--- src/rtl/pwm_duty_decoder.sv ---
// PWM duty decoder: synchronises an asynchronous PWM input, measures high
// time and rise-to-rise period in clock cycles, recovers the duty code when
// the period matches the nominal frame, and flags stuck-low/stuck-high inputs.
module pwm_duty_decoder #(
    parameter int CNT_W       = 8,
    parameter int SYNC_STAGES = 2,
    parameter int FRAME       = 8,
    parameter int DUTY_W      = 3,
    parameter int TIMEOUT     = 32
) (
    input  logic              Clock,
    input  logic              CLR_N,
    input  logic              PWM_IN,
    output logic [CNT_W-1:0]  HIGH_CNT,
    output logic [CNT_W-1:0]  PERIOD_CNT,
    output logic [DUTY_W-1:0] DUTY,
    output logic              DUTY_VALID,
    output logic              FRAME_ERR,
    output logic              STUCK_LOW,
    output logic              STUCK_HIGH
);

    typedef enum logic {
        IDLE = 1'b0,
        MEAS = 1'b1
    } state_t;

    localparam logic [CNT_W-1:0] CNT_MAX   = '1;
    localparam logic [CNT_W-1:0] FRAME_C   = CNT_W'(FRAME);
    localparam logic [CNT_W-1:0] TIMEOUT_C = CNT_W'(TIMEOUT);

    state_t                 state;
    state_t                 next_state;
    logic [SYNC_STAGES-1:0] sync_ff;
    logic                   s;
    logic                   s_d;
    logic                   rise;
    logic                   fall;
    logic [CNT_W-1:0]       cnt;
    logic [CNT_W-1:0]       high_len;
    logic                   fall_seen;
    logic                   do_meas;
    logic                   do_timeout;

    assign s    = sync_ff[SYNC_STAGES-1];
    assign rise = s & ~s_d;
    assign fall = ~s & s_d;

    // Bring the asynchronous input into the clock domain and keep one cycle of history for edge detection
    always_ff @(posedge Clock) begin
        if (!CLR_N) begin
            sync_ff <= '0;
            s_d     <= 1'b0;
        end else begin
            sync_ff <= {sync_ff[SYNC_STAGES-2:0], PWM_IN};
            s_d     <= s;
        end
    end

    // Cycle counter restarted by each rise; captures high length on fall and remembers whether a fall occurred this period
    always_ff @(posedge Clock) begin
        if (!CLR_N) begin
            cnt       <= '0;
            high_len  <= '0;
            fall_seen <= 1'b0;
        end else begin
            if (rise) begin
                cnt <= CNT_W'(1);
            end else if (cnt != CNT_MAX) begin
                cnt <= cnt + 1'b1;
            end
            if (fall) begin
                high_len <= cnt;
            end
            if (rise) begin
                fall_seen <= 1'b0;
            end else if (fall) begin
                fall_seen <= 1'b1;
            end
        end
    end

    // State register
    always_ff @(posedge Clock) begin
        if (!CLR_N) begin
            state <= IDLE;
        end else begin
            state <= next_state;
        end
    end

    // Next state: a rise always enters MEAS, completing a measurement only if a fall preceded it; timeout drops back to IDLE
    always_comb begin
        next_state = state;
        do_meas    = 1'b0;
        do_timeout = 1'b0;
        if (rise) begin
            next_state = MEAS;
            if (state == MEAS && fall_seen) begin
                do_meas = 1'b1;
            end
        end else if (cnt == TIMEOUT_C) begin
            do_timeout = 1'b1;
            next_state = IDLE;
        end
    end

    // Measurement and status outputs; they hold between strobes and stuck flags clear on the next rise
    always_ff @(posedge Clock) begin
        if (!CLR_N) begin
            HIGH_CNT   <= '0;
            PERIOD_CNT <= '0;
            DUTY       <= '0;
            DUTY_VALID <= 1'b0;
            FRAME_ERR  <= 1'b0;
            STUCK_LOW  <= 1'b0;
            STUCK_HIGH <= 1'b0;
        end else begin
            DUTY_VALID <= do_meas;
            if (do_meas) begin
                PERIOD_CNT <= cnt;
                HIGH_CNT   <= high_len;
                FRAME_ERR  <= (cnt != FRAME_C);
                if (cnt == FRAME_C) begin
                    DUTY <= high_len[DUTY_W-1:0];
                end
            end
            if (rise) begin
                STUCK_LOW  <= 1'b0;
                STUCK_HIGH <= 1'b0;
            end else if (do_timeout) begin
                if (s) begin
                    STUCK_HIGH <= 1'b1;
                    STUCK_LOW  <= 1'b0;
                    DUTY       <= '1;
                end else begin
                    STUCK_LOW  <= 1'b1;
                    STUCK_HIGH <= 1'b0;
                    DUTY       <= '0;
                end
            end
        end
    end

endmodule

--- config.mk ---
export PLATFORM = sky130hd
export DESIGN_NAME = pwm_duty_decoder
export DESIGN_NICKNAME = d
export VERILOG_FILES = /design/src/rtl/pwm_duty_decoder.sv
export SDC_FILE = /design/constraint.sdc
export NUM_CORES = 1
export LEC_CHECK = 0
export BUFFER_PORTS_ARGS = -buffer_cell sky130_fd_sc_hd__buf_2
export CAP_MARGIN = 20
export CELL_PAD_IN_SITES_DETAIL_PLACEMENT = 1
export CELL_PAD_IN_SITES_GLOBAL_PLACEMENT = 2
export CORE_MARGIN = 1.5
export CORE_UTILIZATION = 30
export DETAILED_ROUTE_END_ITERATION = 7
export PLACE_DENSITY = 0.84
export SLEW_MARGIN = 20
export SYNTH_ARGS = -nofsm -noshare
export SYNTH_HDL_FRONTEND = slang
export SYNTH_SLANG_ARGS = --single-unit
--- constraint.sdc ---
create_clock -name Clock -period 1.7 [get_ports Clock]
set_input_delay 0 -clock Clock [delete_from_list [all_inputs] [get_ports Clock]]
set_output_delay 0 -clock Clock [all_outputs]
set_load 0.03 [all_outputs]
# Word level (Yosys, flattened, before mapping)
# Index checks and enable logic that the tools add are counted.
[word_totals]
input_bits = 3
n_memories = 0
elab_cells = 43
regBits = 44
ram_bits = 0
output_inout_bits = 23
romBits = 0
latch_bits = 0
[op_classes]
n_eq_ne = 4
n_mux = 15
addsub = 1
magnitude_cmp = 0
n_shift = 0
div_mod_pow = 0
n_reduce_logical = 4
mul = 0
bitwise_logic = 5
[ops]
columns = ["operator", "n"]
rows = [
  ["$mux 3", 5],
  ["$mux 1", 10],
  ["$add 8x1->8 const B", 1],
  ["$eq 8x4->1 const B", 1],
  ["$eq 8x6->1 const B", 1],
  ["$ne 8x4->1 const B", 1],
  ["$ne 8x8->1 const B", 1],
  ["$reduce_bool 2->1", 2],
  ["$not 1->1", 3],
  ["$and 1x1->1", 2],
  ["$reduce_or 2->1", 1],
  ["$logic_and 1x1->1", 1],
]

# Longest topological paths before layout
# Gate-level depths: netlist of the first run.
[depth]
depth_word = 6
mapped_depth = 6
depth_no_buf = 5

# Worst setup path before layout of the first run
# OpenSTA, ideal clock, no wires.
[synth_timing]
path_type = "register -> register"
startpoint = "register cnt[2]"
endpoint = "register DUTY[0]"
arrival_ns = 1.550
path_buffers = 2
setup_time_ns = 0.074
stages_incl_launch_ff = 6
path_slack_ns = 0.075
period_less_slack_ns = 1.625
required_ns = 1.626
path_cell_list = "dfxtp_1 -> buf_6 -> or3_4 -> buf_6 -> or4_1 -> a31oi_1"
[synth_between]
elab_chain_len = 5
elab_cells_between_ends = 8
classes_between = "eq/ne: 2; mux: 6"
[synth_rtl]
columns = ["element", "line", "source"]
rows = [
  ["start, declared", "39", "logic [CNT_W-1:0] cnt;"],
  ["start signal, assigned", "70", "cnt <= cnt + 1'b1;"],
  ["$eq 8x4->1 / $eq 8x6->1 (equally long branches)", "124, 102", ""],
  ["$mux 3 / $mux 1 (equally long branches)", "124, 102", ""],
  ["$mux 3 / $mux 1 (equally long branches)", "120, 97", ""],
  ["$mux 3", "131", "end else if (do_timeout) begin"],
  ["$mux 3 *", "128", "if (rise) begin"],
  ["end signal, assigned", "125", "DUTY <= high_len[DUTY_W-1:0];"],
  ["end, declared", "16", "output logic [DUTY_W-1:0] DUTY,"],
]
# Mark *: on every way between the ends. The rest lies on a longest branch, timed or not.
# A chain may end at the register's enable or synchronous reset.

# Worst setup path in the final report of the first run
[layout_timing]
startpoint = "register cnt[0]"
endpoint = "register STUCK_HIGH"
[layout_between]
elab_chain_len = 3
[layout_rtl]
columns = ["element", "line", "source"]
rows = [
  ["$eq 8x6->1", "102", "end else if (cnt == TIMEOUT_C) begin"],
  ["$mux 1", "102", ""],
  ["$mux 1", "97", "if (rise) begin"],
  ["end signal, assigned", "117", "STUCK_HIGH <= 1'b0;"],
  ["end signal, assigned", "130", "STUCK_HIGH <= 1'b0;"],
  ["end signal, assigned", "133", "STUCK_HIGH <= 1'b1;"],
  ["end, declared", "20", "output logic STUCK_HIGH"],
]
# No other way between the ends.

==> flow_metrics.tcl, run 1 <==
set metrics [dict create \
    slowest_stage "or4bb_1" \
    cts.path.max_buffers 2 \
    synth_edf_count 0 \
    worstHoldPathType "in -> reg" \
    fin_crit_sh_pct 93.89 \
    crit_fanout 3 \
    gp_congestion 0.7889 \
    placed_cells 313 \
    power_density_mw_per_mm2 848.7 \
    io_buffers 25 \
    cp.required_ns 1.88 \
    cp-start-kind "flip-flop" \
    start_util_pct 30.91 \
    first_pass_iters 4 \
    grt_usage_pct 15.54 \
    leakagePower_nw 0.8176 \
    slowest_delay_ns 0.56 \
    drt_iter0_drc 48 \
    ir_drop_uv 300.2 \
    numCtsBuffers 5 \
    rsz0062_at_grt "false" \
    setup_viol 0 \
    drive_gt1_share_pct 20.24 \
    cts_max_level 2 \
    cts_tree "built" \
    via_count 1626 \
    cap_violations 0 \
    wire_per_inst_um 14.52 \
    die_area_sq_mm 0.006540 \
    status "finished clean" \
    grt_pass1_wl_um 7783 \
    synth_nets 223 \
    synth_cells 218 \
    synth_top_cell_area_share_pct 48.42 \
    gr-total-overflow 0 \
    area_growth_syn_to_layout_pct 19.05 \
    antenna_found_initial 0 \
    path_buf_inv 1 \
    ys_seq_elements 44 \
    clkLatencyLatePin_ns 0.30 \
    rows 28 \
    place_area_sq_mm 0.002051 \
    coreArea_sq_mm 0.005886 \
    grt_max_degree 22 \
    timing_hold_violations_final 0 \
    grt_pass1_vias 1625 \
    mostFrequentLayoutCell "nand2_1" \
    yosys.cell_types.count 37 \
    ys_seq_area_share_pct 48.42 \
    fin_cells 322 \
    finalSetupTns_ns 0 \
    async_reset_ff_share_pct 0 \
    num_antenna_cells 0 \
    synthFlopType "dfxtp_1" \
    cts_root_buffer "clkbuf_8" \
    critPathKind "reg -> reg" \
    yosysWarnings 0 \
    wirelength_um 4674 \
    vias_per_cell 5.050 \
    synth.avg_cell_area_sq_um 8.345 \
    finClkSkew_ns 0.007465 \
    worstPathCellList "inv_1 > ha_1 > or4bb_1 > o31ai_1 > a21oi_1" \
    period_needed_ns 1.596 \
    clk_pin_slew_worst_paths_ns 0.08 \
    worstPathArrival_ns 1.78 \
    critical_path.top_delay_family "simple AND/OR/NAND/NOR gates" \
    die_w_um 80.87 \
    dp_hpwl_um 3295 \
    final_cell_mix "nand2_1 (52), dfxtp_1 (44), a21oi_1 (30), buf_2 (25), buf_4 (13)" \
    netlist_area_sq_mm 0.001819 \
    drc_errors 0 \
    nets 251 \
    r2r_slack_ns 0.10 \
    die_h_um 80.87 \
    antenna_left 0 \
    yosysTopAreaCell "dfxtp_1" \
    worst_pin_slew_ns 0.4080 \
    max_freq_mhz 626.5 \
    critPathCaptureType "flip-flop" \
    slew_violations 0 \
    io_pins 26 \
    relSlewSlack_pct 72.41 \
    ys_top_cells_by_area "dfxtp_1 (48%), nand2_1 (11%), a21oi_1 (8.3%)" \
    numClockSinks 44 \
    fin_area_sq_mm 0.002166 \
]
[final cells by class]
class / instances / area, sq um
fillers: 731 / 3720
flip-flops and latches: 44 / 880.8
multi-input cells: 153 / 853.3
repair buffers: 39 / 232.7
well taps: 75 / 93.84
clock buffers: 7 / 86.33
inverters: 3 / 11.26
clock inverters: 1 / 7.507
[logic make-up (layout without fill, tap and decap cells)]
| kind of cell | Yosys count | after routing | synth area share (%) |
|---|---|---|---|
| and+or+nand+nor | 97 | 97 | 26.41 |
| AOI/OAI and AO/OA | 53 | 53 | 17.95 |
| DFF | 44 | 44 | 48.42 |
| buffers and inverters | 21 | 50 | 5.296 |
| adders and majority gates | 2 | 2 | 1.375 |
| muxes | 1 | 1 | 0.5502 |
[stage by stage]
stage	hold slack, ns	util [%]	power, mW	worst slack (ns)
after floorplan	0.1273	-	1.135	0.07549
final	0.03673	36.80	1.838	0.1039
after CTS	0.03151	36.61	1.862	0.03310
after global placement	0.2078	34.84	1.167	0.1127
after detailed placement	0.2107	34.84	1.169	0.04051
after global routing	0.03436	36.80	1.928	0.02847
[where the power goes]
| group | switching [mW] | internal, mW |
|---|---|---|
| Sequential | 0.00595 | 1.04 |
| Clock | 0.360 | 0.331 |
| Combinational | 0.0650 | 0.0361 |
| Total | 0.431 | 1.41 |
[sequential cells by signal, summed over array words and instances, names as in the netlist]
| signal | count |
|---|---|
| fall_seen | 1 |
| sync_ff | 2 |
| STUCK_LOW | 1 |
| DUTY | 3 |
| FRAME_ERR | 1 |
| state | 1 |
| high_len | 8 |
| STUCK_HIGH | 1 |
| HIGH_CNT | 8 |
| DUTY_VALID | 1 |
| s_d | 1 |
| cnt | 8 |
| PERIOD_CNT | 8 |
[layer usage]
metal  track usage (%)  vias up  share of wire (%)
met5                 0        -                  0
met2             26.50       26                 49
met1             18.31      777                 47
li1                  -      817                  -
met4             6.897        0                1.5
met3             3.933        6                3.1
[Yosys cell counts, types with 2 or more instances]
cell      count
nand2b_1      4
o2111a_1      2
nand3b_1      3
a31oi_1       5
o41ai_1       3
a211oi_1      4
o31ai_1       3
or4_1         3
o21ai_0       3
buf_2         2
a21oi_1      30
buf_6         2
nand2_1      52
ha_1          2
nand3_1       4
nand4_1       3
nor3_1        5
nor2b_1       2
nor2_1        7
and2_1        5
inv_1         2
dfxtp_1      44
clkbuf_1     14
[path summary, 6_finish.rpt]
| kind | to | start | cells after the start |
|---|---|---|---|
| worst max-delay path | STUCK_HIGH | cnt[0] | 5 |
| worst min-delay path | state | CLR_N | 2 |
| worst max register to register | STUCK_HIGH | cnt[0] | 5 |
| worst min register to register | sync_ff[1] | sync_ff[0] | 1 |
[timing repair]
action / CTS / global route
endpoints found under the setup margin: 0 / 5
setup buffers: 0 / 0
hold buffers: 1 / 0
resized for setup: 0 / 2
endpoints found under the hold margin: 1 / 0
(Power assumes the default switching activity.)
==> run 2, diff against run 1 <==
ABC_AREA = 1   (was default)
CORE_UTILIZATION = 29   (was 30)
CTS_CLUSTER_DIAMETER = 30   (was default)
PLACE_DENSITY = 0.83   (was 0.84)
TNS_END_PERCENT = 10   (was default)
==> run 2 against run 1 <==
Synthesized area fell by 5.2%. Clock power rose by 21%. Combinational power fell by 27%. Clock skew fell by 0.0011 ns. Flip-flop and latch count did not move. Synthesized cell count fell by 1.4%. Core utilization fell by 0.14 points. Largest power group unchanged. Setup slack improved by 0.079 ns. Fmax rose by 5.2%. Sequential share of layout area rose by 2.2 points. Die area fell by 1.9%.
==> flow_metrics.tcl, run 2 <==
set metrics [dict create \
    antenna_left 0 \
    yosysTopAreaCell "dfxtp_1" \
    die_w_um 80.11 \
    antenna_found_initial 0 \
    area_growth_syn_to_layout_pct 19.23 \
    cp-start-kind "flip-flop" \
    num_antenna_cells 0 \
    place_area_sq_mm 0.001928 \
    cts.path.max_buffers 2 \
    crit_fanout 7 \
    max_freq_mhz 659.3 \
    fillers 721 \
    vias_per_cell 4.673 \
    numClockSinks 44 \
    status "finished clean" \
    start_util_pct 30.75 \
    via_count 1486 \
    setup_viol 0 \
    cts_setup_buffers 0 \
    synth.avg_cell_area_sq_um 8.019 \
    netlist_area_sq_mm 0.001724 \
    coreArea_sq_mm 0.005608 \
    synthFlopType "dfxtp_1" \
    clk_pin_slew_worst_paths_ns 0.09 \
    grt_pass1_wl_um 6913 \
    critPathLaunch "cnt[0]" \
    grt_usage_pct 14.43 \
    cap_violations 0 \
    gr-total-overflow 0 \
    drt_iter0_drc 41 \
    yosys.cell_types.count 25 \
    synth_top_cell_area_share_pct 51.09 \
    drc_errors 0 \
    yosysMostFrequentCell "dfxtp_1" \
    synth_edf_count 0 \
    final_cell_mix "dfxtp_1 (44), o21ai_0 (28), inv_1 (27), nor2_1 (27), buf_2 (25)" \
    grt_pass1_vias 1411 \
    worstHoldStart "CLR_N" \
    timing_hold_violations_final 0 \
    die_h_um 80.11 \
    relSlewSlack_pct 61.44 \
    leakagePower_nw 0.9221 \
    finalSetupTns_ns 0 \
    wire_per_inst_um 12.94 \
    cp.required_ns 1.90 \
    ys_top_cells_by_area "dfxtp_1 (51%), o21ai_0 (8.1%), a21oi_1 (6.7%)" \
    cts_max_level 2 \
    synth_common_cells "dfxtp_1 (44), nor2_1 (28), o21ai_0 (28), inv_1 (27), nand2_1 (24)" \
    io_buffers 25 \
    reg2reg_from "cnt[0]" \
    gp_congestion 0.7531 \
    clkLatencyLatePin_ns 0.30 \
    wirelength_um 4115 \
    synth_cells 215 \
    first_pass_iters 4 \
    dp_hpwl_um 2971 \
    nets 250 \
    rsz0062_at_grt "false" \
    finClkSkew_ns 0.006322 \
    rows 27 \
    slew_violations 0 \
    synth_nets 220 \
    worst_pin_slew_ns 0.5777 \
    worstHoldPathType "in -> reg" \
    cts_tree "built" \
    fin_area_sq_mm 0.002056 \
    period_needed_ns 1.517 \
    die_area_sq_mm 0.006417 \
    ir_drop_uv 440.9 \
    io_pins 26 \
    critPathCaptureType "flip-flop" \
    fin_crit_sh_pct 89.22 \
    grt_max_degree 29 \
    cts_root_buffer "clkbuf_8" \
    mostFrequentLayoutCell "dfxtp_1" \
    numCtsBuffers 5 \
    ys_seq_elements 44 \
    async_reset_ff_share_pct 0 \
    yosysWarnings 0 \
    drive_gt1_share_pct 20.33 \
    ys_seq_area_share_pct 51.09 \
    critPathKind "reg -> reg" \
    worstPathArrival_ns 1.72 \
    power_density_mw_per_mm2 958.8 \
]
run 2: area by class of cell:
type / count / area [sq um] / area share, %
Clock buffer: 5 / 68.82 / 3.348
Clock inverter: 3 / 46.29 / 2.252
Inverter: 28 / 105.1 / 5.113
Multi-Input combinational cell: 136 / 699.4 / 34.02
Sequential cell: 44 / 880.8 / 42.85
Tap cell: 72 / 90.09 / 4.382
Timing Repair Buffer: 30 / 165.2 / 8.034
run 2: timing repair:
action,in CTS,in global routing
resized for setup,0,1
endpoints found under the setup margin,0,1
hold buffers,1,0
hold endpoints to repair,1,0
run 2: kinds of logic after synthesis:
| group | Yosys count | synth area share [%] |
|---|---|---|
| simple gates | 75 | 21.05 |
| fa+ha+maj | 2 | 1.451 |
| compound gates | 59 | 17.92 |
| buf+inv | 35 | 8.490 |
| flops | 44 | 51.09 |
run 2: final timing paths:
kind,slack (ns),end,cells after the start
setup / recovery,0.18,DUTY[2],8
hold / removal,0.08,DUTY[0],3
setup reg to reg,0.18,DUTY[2],8
hold reg to reg,0.43,sync_ff[1],2
run 2: critical path, stage by stage, from the launching register on:
cell and delay (ns):
dfxtp_1 0.36, inv_1 0.14, ha_1 0.21, nand2_2 0.08, nor2_4 0.11, nand4_4 0.13
or2_1 0.28, nand2_1 0.07, nor2_1 0.05
run 2: report_power, final:
| part | internal [mW] | switching [mW] |
|---|---|---|
| logic | 0.0244 | 0.0496 |
| registers | 1.05 | 0.0140 |
| clock network | 0.443 | 0.393 |
| total | 1.51 | 0.457 |
run 2: through the flow:
stage / power, mW / hold slack (ns) / utilization (%) / worst slack (ns) / instances
after CTS: 2.000 / 0.07595 / 36.61 / 0.1572 / 318
final: 1.971 / 0.07881 / 36.66 / 0.1832 / 318
after global placement: 1.156 / 0.1925 / 34.38 / 0.1805 / 309
after global routing: 2.055 / 0.08719 / 36.66 / 0.06783 / 318
after floorplan: 1.132 / 0.09763 / - / 0.3921 / 215
after detailed placement: 1.157 / 0.1918 / 34.38 / 0.1655 / 309
run 2: layer usage:
metal  vias up  track usage (%)  wire (um)
li1        758                -          -
met1       700            18.13       1999
met2        26            22.94       1945
met3         2            4.432        129
met4         0            5.690         41
met5         -                0          0
==> run 3, diff against run 2 <==
CORE_UTILIZATION = 34   (was 29)
PLACE_DENSITY = 0.91   (was 0.83)
clock period = 1.9 ns   (was 1.7 ns; I/O delays follow)
==> run 3 against run 2 <==
Die area down 14%. Critical path depth unchanged. Global-route usage up 1.6 points. Register-to-register slack better by 0.20 ns. Largest power group unchanged. Highest routed layer unchanged.
==> flow_metrics.tcl, run 3 (same netlist as run 2, synthesis figures left out) <==
set metrics [dict create \
    drive_gt1_share_pct 18.78 \
    area_growth_syn_to_layout_pct 16.84 \
    power.share.clock_pct 37.5 \
    clk_pin_slew_worst_paths_ns 0.09 \
    vias_per_cell 4.670 \
    critPathKind "reg -> reg" \
    grt_pass1_vias 1412 \
    power_density_mw_per_mm2 805.2 \
    hold_path_end "DUTY[0]" \
    dp_hpwl_um 2951 \
    place_ws_ns 0.3758 \
    ir_drop_uv 445.2 \
    die_area_sq_mm 0.005507 \
    slowest_delay_ns 0.36 \
    reg2reg_depth 8 \
    cts_tree "built" \
    rsz0062_at_grt "false" \
    antenna_found_initial 0 \
    hold_depth 3 \
    die_h_um 74.21 \
    relSlewSlack_pct 39.72 \
    via_count 1457 \
    pwr-share-seq_pct 58.5 \
    mostFrequentLayoutCell "dfxtp_1" \
    gr-total-overflow 0 \
    start_util_pct 35.79 \
    io_pins 26 \
    finClkSkew_ns 0.008613 \
    placed_cells 303 \
    cts_max_level 2 \
    first_pass_iters 4 \
    combPwrFrac_pct 4.0 \
    setup_viol 0 \
    worst_pin_slew_ns 0.9009 \
    wirelength_um 4060 \
    cap_violations 0 \
    crit_fanout 7 \
    p_switching_uw 368.4 \
    critPathCaptureType "flip-flop" \
    grt_usage_pct 16.02 \
    io_buffers 25 \
    fin_cells 312 \
    timing_hold_violations_final 0 \
    rows 25 \
    cts_root_buffer "clkbuf_8" \
    slowest_stage "dfxtp_1" \
    worstPathArrival_ns 1.72 \
    setup_ws_ns 0.3814 \
    final_cell_mix "dfxtp_1 (44), nor2_1 (28), o21ai_0 (28), inv_1 (27), buf_2 (25)" \
    leakagePower_nw 0.9084 \
    drc_errors 0 \
    fillers 623 \
    coreArea_sq_mm 0.004817 \
    p_sw_share_pct 22.71 \
    max_freq_mhz 658.5 \
    grt_pass1_wl_um 6665 \
    r2r_slack_ns 0.38 \
    gp_congestion 0.7783 \
    grt_max_degree 29 \
    clkLatencyLatePin_ns 0.29 \
    path_buf_inv 1 \
    critPathLaunch "cnt[0]" \
    critical_path.top_delay_family "simple AND/OR/NAND/NOR gates" \
    worstHoldStart "CLR_N" \
    fin_crit_sh_pct 79.93 \
    finalSetupTns_ns 0 \
    r2r-end "DUTY[2]" \
    cp.required_ns 2.10 \
    reg2reg_from "cnt[0]" \
    period_needed_ns 1.519 \
    worstHoldPathType "in -> reg" \
    cp-start-kind "flip-flop" \
    nets 249 \
    die_w_um 74.21 \
    antenna_left 0 \
    p_int_mw 1.254 \
    cts.path.max_buffers 2 \
    drt_iter0_drc 73 \
    slew_violations 0 \
    status "finished clean" \
    wire_per_inst_um 13.01 \
    numClockSinks 44 \
    place_area_sq_mm 0.001914 \
    numCtsBuffers 5 \
    worstPathCellList "inv_1 > ha_1 > nand2_2 > nor2_4 > nand4_4 > or2_1 > nand2_1 > nor2_1" \
    fin_area_sq_mm 0.002014 \
    num_antenna_cells 0 \
    p_total_mw 1.622 \
]
==> run 3: power groups by stage <==
| stage | logic, mW | registers, mW | clock network, mW |
|---|---|---|---|
| after global routing | 0.0735 | 0.952 | 0.659 |
| final | 0.0648 | 0.949 | 0.608 |
| after CTS | 0.0652 | 0.950 | 0.626 |
| after detailed placement | 0.0629 | 0.971 | 0 |
| after global placement | 0.0614 | 0.971 | 0 |
| after floorplan | 0.0448 | 0.968 | 0 |
==> run 3: layout make-up <==
| cell class | instances | area [sq um] | area share (%) |
|---|---|---|---|
| sequential | 44 | 880.8 | 43.73 |
| clock buffer | 8 | 90.09 | 4.472 |
| tap | 67 | 83.83 | 4.161 |
| timing repair buffer | 29 | 157.7 | 7.826 |
| inverter | 28 | 105.1 | 5.217 |
| multi-input combinational | 136 | 696.9 | 34.60 |
==> run 3: worst max path at each step <==
stage | endpoint | slack (ns) | cells after the start
after floorplan | DUTY[2] | 0.59 | 8
after global placement | DUTY[2] | 0.37 | 8
after detailed placement | DUTY[2] | 0.38 | 8
after CTS | DUTY[2] | 0.37 | 8
after global routing | DUTY[2] | 0.22 | 9
final | DUTY[2] | 0.38 | 8
==> run 3: metal layers <==
layer	GRT usage [%]	vias to the layer above	part of all wire, %
met1	20.72	668	49
li1	-	760	-
met5	0	-	0
met3	3.659	5	3.4
met2	26.69	24	46
met4	4.848	0	1.0
==> run 3: metrics by stage <==
stage	utilization (%)	hold slack, ns
2_1_floorplan	-	0.09763
3_3_place_gp	39.74	0.1913
3_5_place_dp	39.74	0.1912
4_1_cts	41.82	0.07469
5_1_grt	41.82	0.09572
6_report	41.82	0.07488
==> run 3: tightest hold or removal path, delay by kind of cell <==
kind / cells / cell delay (ns)
AO/OA/AOI/OAI: 1 / 0.13
buffers and inverters: 2 / 0.19
==> run 3: what timing repair did <==
action | CTS | global route
resized for setup | 0 | 0
hold endpoints to repair | 1 | 0
hold buffers | 1 | 0
setup buffers | 0 | 0
